==> src/rtl/instruction_fetch_unit.sv <==
// Fetch sequencer for the 1 KiB InstructionMemory: owns the fetch PC, tracks the one-cycle
// synchronous read and buffers returned words in a 2-entry skid FIFO for decode.
module instruction_fetch_unit #(
  parameter int                ADDR_W   = 10,
  parameter logic [ADDR_W-1:0] RESET_PC = '0,
  parameter int                DEPTH    = 2
) (
  input  logic              clk,
  input  logic              reset_n,
  input  logic              fetch_en,
  output logic [ADDR_W-1:0] ReadAddress,
  input  logic [31:0]       Instruction,
  input  logic              redirect_valid,
  input  logic [ADDR_W-1:0] redirect_pc,
  output logic              out_valid,
  input  logic              out_ready,
  output logic [31:0]       out_instr,
  output logic [ADDR_W-1:0] out_pc,
  output logic              misalign_err,
  output logic              busy
);

  localparam logic [1:0] ST_IDLE  = 2'd0;
  localparam logic [1:0] ST_RUN   = 2'd1;
  localparam logic [1:0] ST_DRAIN = 2'd2;

  logic [ADDR_W-1:0] fetch_pc_reg, fetch_pc_next;
  logic              inflight_reg, inflight_next;
  logic [ADDR_W-1:0] inflight_pc_reg, inflight_pc_next;
  logic [1:0]        count_reg, count_next;
  logic              wr_ptr_reg, wr_ptr_next;
  logic              rd_ptr_reg, rd_ptr_next;
  logic [1:0]        state_reg, state_next;
  logic              misalign_reg;

  logic              pop;
  logic              push;
  logic              issue;
  logic              pending;
  logic [2:0]        occupancy;

  logic [31:0]       entry_instr [DEPTH];
  logic [ADDR_W-1:0] entry_pc    [DEPTH];
  logic [DEPTH-1:0]  entry_we;

  assign pop  = out_valid & out_ready;
  // Returning data is only captured when no redirect kills it at the same edge.
  assign push = inflight_reg & ~redirect_valid;

  // Occupancy after this edge's pop, counting the read that is still in flight.
  assign occupancy = {1'b0, count_reg} + {2'b00, inflight_reg} - {2'b00, pop};
  assign issue     = fetch_en & ~redirect_valid & (occupancy < 3'd2);

  always_comb begin
    fetch_pc_next    = fetch_pc_reg;
    inflight_pc_next = inflight_pc_reg;
    inflight_next    = issue;
    count_next       = count_reg + {1'b0, push} - {1'b0, pop};
    wr_ptr_next      = wr_ptr_reg ^ push;
    rd_ptr_next      = rd_ptr_reg ^ pop;
    if (redirect_valid) begin
      fetch_pc_next = {redirect_pc[ADDR_W-1:2], 2'b00};
      count_next    = 2'd0;
      wr_ptr_next   = 1'b0;
      rd_ptr_next   = 1'b0;
    end else if (issue) begin
      fetch_pc_next    = fetch_pc_reg + ADDR_W'(4);
      inflight_pc_next = fetch_pc_reg;
    end
  end

  assign pending = inflight_next | (count_next != 2'd0);

  always_comb begin
    state_next = ST_IDLE;
    case (state_reg)
      ST_IDLE:           state_next = fetch_en ? ST_RUN : ST_IDLE;
      ST_RUN, ST_DRAIN:  state_next = fetch_en ? ST_RUN : (pending ? ST_DRAIN : ST_IDLE);
      default:           state_next = ST_IDLE;
    endcase
  end

  always_ff @(posedge clk or negedge reset_n) begin
    if (!reset_n) begin
      fetch_pc_reg    <= RESET_PC;
      inflight_reg    <= 1'b0;
      inflight_pc_reg <= '0;
      count_reg       <= 2'd0;
      wr_ptr_reg      <= 1'b0;
      rd_ptr_reg      <= 1'b0;
      state_reg       <= ST_IDLE;
      misalign_reg    <= 1'b0;
    end else begin
      fetch_pc_reg    <= fetch_pc_next;
      inflight_reg    <= inflight_next;
      inflight_pc_reg <= inflight_pc_next;
      count_reg       <= count_next;
      wr_ptr_reg      <= wr_ptr_next;
      rd_ptr_reg      <= rd_ptr_next;
      state_reg       <= state_next;
      misalign_reg    <= redirect_valid & (|redirect_pc[1:0]);
    end
  end

  genvar gi;
  generate
    for (gi = 0; gi < DEPTH; gi++) begin : g_entry
      logic [31:0]       instr_reg;
      logic [ADDR_W-1:0] pc_reg;

      assign entry_we[gi] = push & (wr_ptr_reg == 1'(gi));

      always_ff @(posedge clk or negedge reset_n) begin
        if (!reset_n) begin
          instr_reg <= '0;
          pc_reg    <= '0;
        end else if (entry_we[gi]) begin
          instr_reg <= Instruction;
          pc_reg    <= inflight_pc_reg;
        end
      end

      assign entry_instr[gi] = instr_reg;
      assign entry_pc[gi]    = pc_reg;
    end
  endgenerate

  // A push can only land in a full FIFO if the issue throttle is broken.
  always_ff @(posedge clk) begin
    if (reset_n) begin
      assert (!(push && count_reg == 2'd2));
    end
  end

  assign ReadAddress  = fetch_pc_reg;
  assign out_valid    = (count_reg != 2'd0);
  assign out_instr    = entry_instr[rd_ptr_reg];
  assign out_pc       = entry_pc[rd_ptr_reg];
  assign misalign_err = misalign_reg;
  assign busy         = (state_reg != ST_IDLE);

endmodule

==> config.mk <==
export PLATFORM = sky130hd
export DESIGN_NAME = instruction_fetch_unit
export DESIGN_NICKNAME = d
export VERILOG_FILES = /design/src/rtl/instruction_fetch_unit.sv
export SDC_FILE = /design/constraint.sdc
export NUM_CORES = 1
export LEC_CHECK = 0
export CAP_MARGIN = 20
export CELL_PAD_IN_SITES_DETAIL_PLACEMENT = 1
export CELL_PAD_IN_SITES_GLOBAL_PLACEMENT = 1
export CORE_MARGIN = 5
export CORE_UTILIZATION = 40
export CTS_CLUSTER_SIZE = 16
export DETAILED_ROUTE_END_ITERATION = 8
export DONT_BUFFER_PORTS = 1
export PLACE_DENSITY = 0.69
export SYNTH_ARGS = -nofsm -noshare
export SYNTH_HDL_FRONTEND = slang
export SYNTH_SLANG_ARGS = --single-unit
==> constraint.sdc <==
create_clock -name clk -period 3.51 [get_ports clk]
set_clock_uncertainty 0.05 [all_clocks]
set_input_delay 0.5265 -clock clk [delete_from_list [all_inputs] [get_ports clk]]
set_output_delay 0.5265 -clock clk [all_outputs]
set_load 0.01 [all_outputs]
==> summary.md <==
| Metric | Value |
|---|---|
| Arr. time, crit path | 3.33 ns |
| Die ar. | 13900 sq um |
| Clock sink count | 104 |
| Status | completed |
| Post-Synthesis Cells | 342 |
| Final Cycle Share | 0.901 |
| Cts bufs inserted | 9 |
| CP Capture Type | flop |
| Fillers | 1171 |
| Post-Place Worst Slack | 0.212 ns |
| Initial antenna violation count | 0 |
| Tot GR Track Use | 0.136 |
| P&R area growth vs syn | 10.8% |
| Min Hold Slack | 0.0772 ns |
| GP Congestion | 0.800 |
| Number of flip-flops under the largest register name | 64 |
| Height of the chip | 118 microns |
| Sequential Power Share | 0.451 |
| Vias in the first global route | 2976 |
| Setup TNS | 0 ns |
| HP Class | input port to asynchronous set/reset pin |
| Cell type with the highest aggregate area in the netlist | dfrtp_1 |
| DIE WIDTH | 118 microns |
| # rows | 39 |
| F_max | 0.316 GHz |
| WS Path Type | flop to flop |
| Routed WL per cell | 18.8 microns |
| Count of final setup violators | 0 |
| Clock Path Buffers | 2 |
| 1st-iter DRT viols | 75 |
| Global-route wire length before repair | 15500 microns |
| Drt via density | 5.34 |
| Final nets | 396 |
| H-tree depth | 3 |
| Sequential fraction of the synthesis area | 0.561 |
| Startpoint types | flop |
| Fin util | 0.452 |
| Share of layout cells above drive strength 1 | 0.430 |
| Count of cell types in the netlist | 28 |
| Post-CTS Repair Setup Buffers | 0 |
| Leak pwr | 2.33 nW |
| Most frequent cell after synthesis | mux2_2 |
| TritonCTS clock tree | yes |
| CP max FO | 11 |
| Top post-synthesis cells by count | mux2_2 (120), dfrtp_1 (104), nand2_1 (36) |
| Pint | 0.00312 W |
| Synth area leaders | dfrtp_1 (56%), mux2_2 (29%), nand2_1 (2.9%) |
| # diodes | 0 |
| Worst-path clk slew | 0.07 ns |
| EDFF count, synth | 0 |
| Clk root buf | clkbuf_16 |
| FF+latch count, synth | 104 |
| DR pass1 iterations | 3 |
| Tightest Pin Transition | 1.00 ns |
| Sw power | 0.00136 W |
| Fin crit period | 3.16 ns |
| Boundary pin count | 102 |
| Placed Cells | 471 |
| Dpl hpwl | 6330 microns |
| Core ar. | 11400 sq um |
| Drt drc | 0 |
| Routed Antenna Nets | 0 |
| Grt total ovfl | 0 |
| Initial Util | 0.408 |
| Synthesis Warnings | 0 |
| Ys async rst share | 1.00 |
| Routed wire length | 9180 microns |
| Clock Power Share | 0.248 |
| Avg Cell Area, Syn | 13.6 sq um |
| Combinational share of power | 0.300 |
| Via Count | 2601 |
| Rel. slew slack | 0.333 |
| Max-cap violations | 0 |
| Most used DFF post-synth | dfrtp_1 |
| Power Density | 872 nW/um^2 |
| Count of final hold-check violations | 0 |
| Skew-Pair Late Insertion Delay | 0.33 ns |
| Unrepaired setup endpoints after global routing | false |
| Peak supply drop | 325 uV |
| Slew Viols, Final | 0 |
| Final worst slack | 0.347 ns |
| Largest net degree at the start of global routing | 105 |
| Cell Area, Synth | 4640 sq um |
| Post-synth top area share | 0.561 |
| Non-filler cells, final | 487 |
| Port Buf Inserts | 0 |
| Worst Path Required | 3.68 ns |
| Switching share of power | 0.304 |
==> power groups by stage <==
stage | sequential, W | clock, W | combinational [W]
2_1_floorplan | 0.00190 | 0 | 0.00120
3_5_place_dp | 0.00206 | 0 | 0.00134
3_3_place_gp | 0.00201 | 0 | 0.00131
6_report | 0.00202 | 0.00111 | 0.00135
5_1_grt | 0.00210 | 0.00119 | 0.00150
4_1_cts | 0.00204 | 0.00114 | 0.00138
==> logic make-up (layout without fill, tap and decap cells) <==
group,Yosys count,count (layout),share of synthesized area
mux,120,120,0.291
flops,104,104,0.561
simple gates,57,57,0.0550
buf+inv,32,31,0.0305
compound gates,14,14,0.0262
fa+ha+maj,9,9,0.0259
xor+xnor,5,5,0.00944
other cells,1,4,0.000808
==> worst paths after layout <==
kind / slack [ns] / to / start / cells past startpoint
min reg2reg: 0.45 / inflight_pc_reg[2] / inflight_pc_reg[2] / 2
max in group asynchronous: 2.93 / rd_ptr_reg / reset_n / 1
max: 0.35 / ReadAddress[2] / count_reg[1] / 10
min: 0.08 / g_entry[1].instr_reg[15] / reset_n / 1
min in group clk: 0.20 / wr_ptr_reg / redirect_valid / 1
max reg2reg: 0.35 / ReadAddress[2] / count_reg[1] / 10
==> routing by layer <==
metal | track usage | wire [microns]
met3 | 0.0509 | 667
met5 | 0 | 0
met2 | 0.213 | 4390
met1 | 0.175 | 4010
met4 | 0.0452 | 109
==> worst max-delay path, cell delays in order (launching register included) <==
cell and delay (ns):
dfrtp_1 0.44, or2_2 0.34, and2_1 0.21, ha_1 0.28, nand2b_1 0.16, fa_1 0.38, xor2_1 0.21, or3_4 0.47
inv_1 0.27, xnor2_1 0.16, o21ai_0 0.09
==> repair_timing <==
action | 4_1_cts | 5_1_grt
endpoints found under the hold margin | 104 | 0
resized for setup | 0 | 1
setup endpoints to repair | 0 | 2
hold buffers | 1 | 0
==> cell type report <==
type / instances / area [sq um] / share of cell area
flip-flops and latches: 104 / 2600 / 0.506
multi-input cells: 209 / 1920 / 0.373
clock buffers: 13 / 280 / 0.0545
well taps: 143 / 179 / 0.0348
repair buffers: 6 / 65.1 / 0.0127
clock inverters: 2 / 60.1 / 0.0117
inverters: 10 / 37.5 / 0.00730
==> stage by stage <==
stage | area, sq um | total power [W]
after CTS | 5140 | 0.00457
final | 5140 | 0.00448
after global placement | 4770 | 0.00333
after global routing | 5140 | 0.00479
after floorplan | 4650 | 0.00310
after detailed placement | 4770 | 0.00340
==> placed cells by master, fill, tap and decap left out, types with 5 or more instances in the layout <==
cell / n
mux2_2: 120
dfrtp_1: 103
nand2_1: 36
inv_1: 10
o311ai_0: 10
clkbuf_16: 9
ha_1: 6
nor2_1: 5
buf_4: 5
No activity file was read; power rests on OpenSTA's default activity.
